## src/rtl/bitorder_rr_scheduler_pkg.sv

```systemverilog
// Shared definitions for the bit-order round-robin scheduler: output-stage
// state encoding, default word width and a width helper.
package bitorder_rr_scheduler_pkg;

    typedef enum logic {
        IDLE = 1'b0,
        HOLD = 1'b1
    } state_t;

    localparam int DEFAULT_DATA_W = 8;

    // Index width for n items, never narrower than one bit.
    function automatic int clog2_min1(input int n);
        int w;
        w = 0;
        for (int i = 0; i < 31; i++) begin
            if ((1 << i) < n) begin
                w = i + 1;
            end
        end
        return (w < 1) ? 1 : w;
    endfunction

endpackage

```

## src/rtl/bitorder_rr_scheduler_bitrev_unit.sv

```systemverilog
// Combinational bit-order converter: passes a word through or maps bit k
// to bit DATA_W-1-k.
module bitrev_unit
    import bitorder_rr_scheduler_pkg::*;
#(
    parameter int DATA_W = DEFAULT_DATA_W
) (
    input  logic [DATA_W-1:0] in_word,
    input  logic              reverse,
    output logic [DATA_W-1:0] out_word
);

    always_comb begin
        out_word = in_word;
        if (reverse) begin
            for (int k = 0; k < DATA_W; k++) begin
                out_word[k] = in_word[DATA_W-1-k];
            end
        end
    end

endmodule

```

## src/rtl/bitorder_rr_scheduler.sv

```systemverilog
// Round-robin scheduler sharing one bit-order converter between NUM_REQ
// requesters, with a one-entry registered output stage.
module bitorder_rr_scheduler
    import bitorder_rr_scheduler_pkg::*;
#(
    parameter int NUM_REQ = 2,
    parameter int DATA_W  = DEFAULT_DATA_W,
    parameter int SRC_W   = clog2_min1(NUM_REQ)
) (
    input  logic                      clk,
    input  logic                      reset,
    input  logic [NUM_REQ-1:0]        req_valid,
    input  logic [NUM_REQ*DATA_W-1:0] req_data,
    input  logic [NUM_REQ-1:0]        req_reverse,
    output logic [NUM_REQ-1:0]        req_ready,
    output logic                      out_valid,
    output logic [DATA_W-1:0]         out_data,
    output logic [SRC_W-1:0]          out_src,
    input  logic                      out_ready,
    output logic                      busy
);

    // Handshakes: a word moves across an interface on a rising edge where
    // valid and ready are both high. The producer holds its word stable
    // while valid is high and ready is low; ready never depends on a
    // requester that is not valid, and out_data is frozen while
    // out_valid=1 and out_ready=0.

    state_t            state;
    logic [SRC_W-1:0]  rr_ptr;
    logic [SRC_W-1:0]  grant;
    logic [SRC_W-1:0]  next_ptr;
    logic [SRC_W:0]    idx_w;
    logic              found;
    logic              any_valid;
    logic              can_accept;
    logic              accept;
    logic [DATA_W-1:0] sel_data;
    logic              sel_rev;
    logic [DATA_W-1:0] conv_data;

    // Search starts at rr_ptr and wraps; first valid requester wins.
    always_comb begin
        grant = '0;
        found = 1'b0;
        idx_w = '0;
        for (int k = 0; k < NUM_REQ; k++) begin
            idx_w = {1'b0, rr_ptr} + (SRC_W+1)'(k);
            if (idx_w >= (SRC_W+1)'(NUM_REQ)) begin
                idx_w = idx_w - (SRC_W+1)'(NUM_REQ);
            end
            if (!found && req_valid[idx_w[SRC_W-1:0]]) begin
                grant = idx_w[SRC_W-1:0];
                found = 1'b1;
            end
        end
    end

    always_comb begin
        any_valid  = |req_valid;
        can_accept = (state == IDLE) || (out_ready && (state == HOLD));
        accept     = !reset && can_accept && any_valid;
        req_ready  = '0;
        for (int i = 0; i < NUM_REQ; i++) begin
            req_ready[i] = accept && (grant == SRC_W'(i));
        end
    end

    // Grant mux ahead of the single shared converter.
    always_comb begin
        sel_data = '0;
        sel_rev  = 1'b0;
        for (int i = 0; i < NUM_REQ; i++) begin
            if (grant == SRC_W'(i)) begin
                sel_data = req_data[i*DATA_W +: DATA_W];
                sel_rev  = req_reverse[i];
            end
        end
    end

    bitrev_unit #(
        .DATA_W (DATA_W)
    ) u_bitrev (
        .in_word  (sel_data),
        .reverse  (sel_rev),
        .out_word (conv_data)
    );

    assign next_ptr = (grant == SRC_W'(NUM_REQ-1)) ? '0 : grant + 1'b1;

    always_ff @(posedge clk) begin
        if (reset) begin
            state     <= IDLE;
            out_valid <= 1'b0;
            out_data  <= '0;
            out_src   <= '0;
            rr_ptr    <= '0;
        end else if (accept) begin
            state     <= HOLD;
            out_valid <= 1'b1;
            out_data  <= conv_data;
            out_src   <= grant;
            rr_ptr    <= next_ptr;
        end else if ((state == HOLD) && out_ready) begin
            // Drained with nothing to refill: keep the last word visible.
            state     <= IDLE;
            out_valid <= 1'b0;
        end
    end

    assign busy = out_valid;

endmodule

```

## config.mk

```make
export PLATFORM = sky130hd
export DESIGN_NAME = bitorder_rr_scheduler
export DESIGN_NICKNAME = d
export VERILOG_FILES = /design/src/rtl/bitorder_rr_scheduler_pkg.sv /design/src/rtl/bitorder_rr_scheduler_bitrev_unit.sv /design/src/rtl/bitorder_rr_scheduler.sv
export SDC_FILE = /design/constraint.sdc
export NUM_CORES = 1
export LEC_CHECK = 0
export ABC_AREA = 1
export CELL_PAD_IN_SITES_DETAIL_PLACEMENT = 1
export CELL_PAD_IN_SITES_GLOBAL_PLACEMENT = 1
export CORE_ASPECT_RATIO = 0.9
export CORE_UTILIZATION = 41
export CTS_BUF_LIST = sky130_fd_sc_hd__clkbuf_2 sky130_fd_sc_hd__clkbuf_4 sky130_fd_sc_hd__clkbuf_8
export DETAILED_ROUTE_END_ITERATION = 16
export DONT_BUFFER_PORTS = 1
export GPL_TIMING_DRIVEN = 0
export PLACE_DENSITY_LB_ADDON = 0.12
export SLEW_MARGIN = 30
export SYNTH_ARGS = -nofsm -noshare
export SYNTH_HDL_FRONTEND = slang
export SYNTH_HIERARCHICAL = 1
export SYNTH_SLANG_ARGS = --single-unit
```

## constraint.sdc

```tcl
create_clock -name clk -period 1.65 [get_ports clk]
set_clock_uncertainty 0.15 [all_clocks]
set_input_delay 0.495 -clock clk [delete_from_list [all_inputs] [get_ports clk]]
set_output_delay 0.495 -clock clk [all_outputs]
set_load 0.01 [all_outputs]
```

==> out/summary.txt <==
Number of global-route vias before repair: 660
Hold EP: state
CP endpoint kind: output port
Via-to-Cell Ratio: 4.782
Post-synth top area share: 31.71%
Worst R2R Start: rr_ptr
Multi-input gate area: 386.6 um2
Ys Warns: 6
Clock Latency Late Sink: 270 ps
Worst-Margin Slew: 179.3 ps
GRT overflow: 0
Max-cap violation count: 0
Sequential area share after synthesis: 31.71%
Root Buffer: clkbuf_4
IO Port Bufs: 0
Leak Pwr: 0.4621 nW
Pins Over Slew Limit: 0
Synth Register Bits: 11
WL/cell: 13.02 um
RR Endpoint: out_data[3]
First-pass GRT wire length: 2773 um
Post-synth net total: 136
Fill cell count: 210
Final net count: 149
Main area contributors after synthesis: dfxtp_1 32%, nand2_1 29%, inv_1 7.0%
# IOs: 36
Initial Util: 45.91%
Hold Path Cell Cnt: 1
Vias post-DR: 703
Netlist cell types: 16
GRT Resource Usage Total: 22.50%
Clock-pin transition on the worst setup and hold timing paths: 60 ps
Pin count of the biggest net entering global routing: 11
Post-synthesis cell count: 113
Post-DP HPWL: 1317 um
Post-layout util: 56.49%
Gpl congestion: 0.6617
Clock Sinks: 11
Max-slew headroom: 88.05%
CTS tree: done
Delay-heaviest family, CP: flip-flops
Final Cycle Share: 104.2%
CP max-delay cell: dfxtp_4
Initial antenna violation count: 0
Antenna-violating nets left: 0
Fmax: 581.9 MHz
Die height: 41.04 um
Synthesized area: 694.4 um2
CP Launch Type: flop
Layout cells sized above 1: 27.20%
Status: finished, violations left
Min-Delay Startpoint: reset
Post-Route WL: 1914 um
Die width: 45.38 um
Pre-CTS setup slack: -88.43 ps
Pre-antenna DRT Iters: 4
Critical Path RT: 1000 ps
Clock Path Buffers: 2
N_diodes: 0
Site row count: 13
Cell breakdown of the critical path: nand2_4 > nand3_4 > buf_8 > nor2_4
R2r setup slk: 80 ps
Worst path arrival time: 1070 ps
Worst VDD drop: 0.4414 mV
Post-route worst setup slack: -68.50 ps
Setup CP Type: reg -> out
DRC viols: 0
Min Clock Period, post-route: 1719 ps
Worst hold margin: 129.3 ps
Critical path's largest stage delay: 370 ps
Hold Buf Count CTS: 0
Initial drt markers: 9
Final hold violation count: 0
Synth Area per Inst: 6.145 um2
Worst Hold Class: in -> reg
Synth-to-Final Area Change: 23.06%
CP max FO: 3
R2R cell count: 11
CTS Buf Count: 3
Register area: 224.0 um2
RSZ-0062 raised after global routing: true
H-tree depth: 1
Cell Count, Final, Fillers Out: 147
Cell type with the largest total area after synthesis: dfxtp_1
Failing checks: setup timing
Setup violators final: 2
Tot Pwr: 0.0007342 W
Placed Instances: 135
Placeable core area: 0.001513 mm2
P per Cell Area: 859.2 mW/mm2
Die area: 0.001862 mm2
Buf/Inv on CP: 1
-- per-layer routing --
layer  part of all wire, %  global-route usage [%]  up-vias
met5                     0                       0        -
met4                  0.52                   4.545        0
met3                   7.5                   10.57        2
met2                    53                   42.14       24
met1                    39                   23.14      314
li1                      -                       -      363
-- report_power, final --
part / switching, W / internal (W) / total, W / leakage (nW)
registers: 0.0000337 / 0.000295 / 0.000329 / 0.0917
clock network: 0.0000894 / 0.000110 / 0.000200 / 0.0184
logic: 0.000120 / 0.0000859 / 0.000206 / 0.352
-- cells by family after synthesis --
| family | count (synthesis) | share of synthesized area [%] |
|---|---|---|
| AOI/OAI and AO/OA | 10 | 7.748 |
| DFF | 11 | 31.71 |
| buffers and inverters | 22 | 16.40 |
| and+or+nand+nor | 70 | 44.14 |
-- stage by stage --
stage                     cell area (um2)  TNS, ps
after floorplan                     694.4        0
after global placement              721.9   -65.29
after detailed placement            721.9   -577.4
after CTS                           797.0   -146.3
after global routing                854.6   -241.4
final                               854.6   -130.7
-- layout make-up --
cell class                      instances  share of cell area [%]
Multi-Input combinational cell         80                   45.24
Inverter                               16                   7.613
Sequential cell                        11                   26.21
Timing Repair Buffer                    8                   7.028
Clock buffer                            4                   3.514
Buffer                                  6                   7.174
Tap cell                               22                   3.221
-- timing repair --
item | 4_1_cts | 5_1_grt
setup endpoints to repair | 2 | 10
hold endpoints to repair | 0 | 0
pin swaps | 3 | 1
buffers inserted | 3 | 5
gates resized for setup | 7 | 6
cloned | 0 | 0
-- worst max path at each step --
stage | startpoint | to | slack, ps | cells after the start
2_1_floorplan | out_ready | req_ready[0] | 50 | 5
4_1_cts | state | req_ready[0] | -80 | 4
5_1_grt | rr_ptr | req_ready[1] | -120 | 4
3_3_place_gp | req_valid[1] | req_ready[1] | -20 | 4
6_report | state | req_ready[0] | -70 | 4
3_5_place_dp | req_valid[1] | out_data[0] | -90 | 11
-- Yosys cell counts --
cell type	n
nor2_4	1
buf_2	1
o21ai_1	8
a21oi_1	1
nor2_1	1
inv_2	3
nand2_2	3
buf_6	3
a21oi_2	1
buf_4	2
dfxtp_1	11
nand3_1	8
nand2_1	54
nand3_4	1
nor2_2	2
inv_1	13
-- flip-flops by register name, indices dropped and copies added (netlist names) --
register  count
out_src       1
state         1
out_data      8
rr_ptr        1
-- cell usage in the layout, fill, tap and decap left out --
cell type,Yosys,final
nand2_1,54,53
inv_1,13,12
dfxtp_1,11,10
buf_4,2,9
nand3_1,8,8
o21ai_1,8,7
clkbuf_4,0,4
buf_6,3,3
nand2_2,3,3
inv_2,3,2
inv_4,0,2
nor2_4,1,2
nor2_2,2,2
a21oi_4,0,1
nand2_4,0,1
nand3_4,1,1
buf_8,0,1
buf_2,1,1
a21oi_1,1,1
o21ai_2,0,1
dfxtp_4,0,1
No activity file was read; power rests on OpenSTA's default activity.
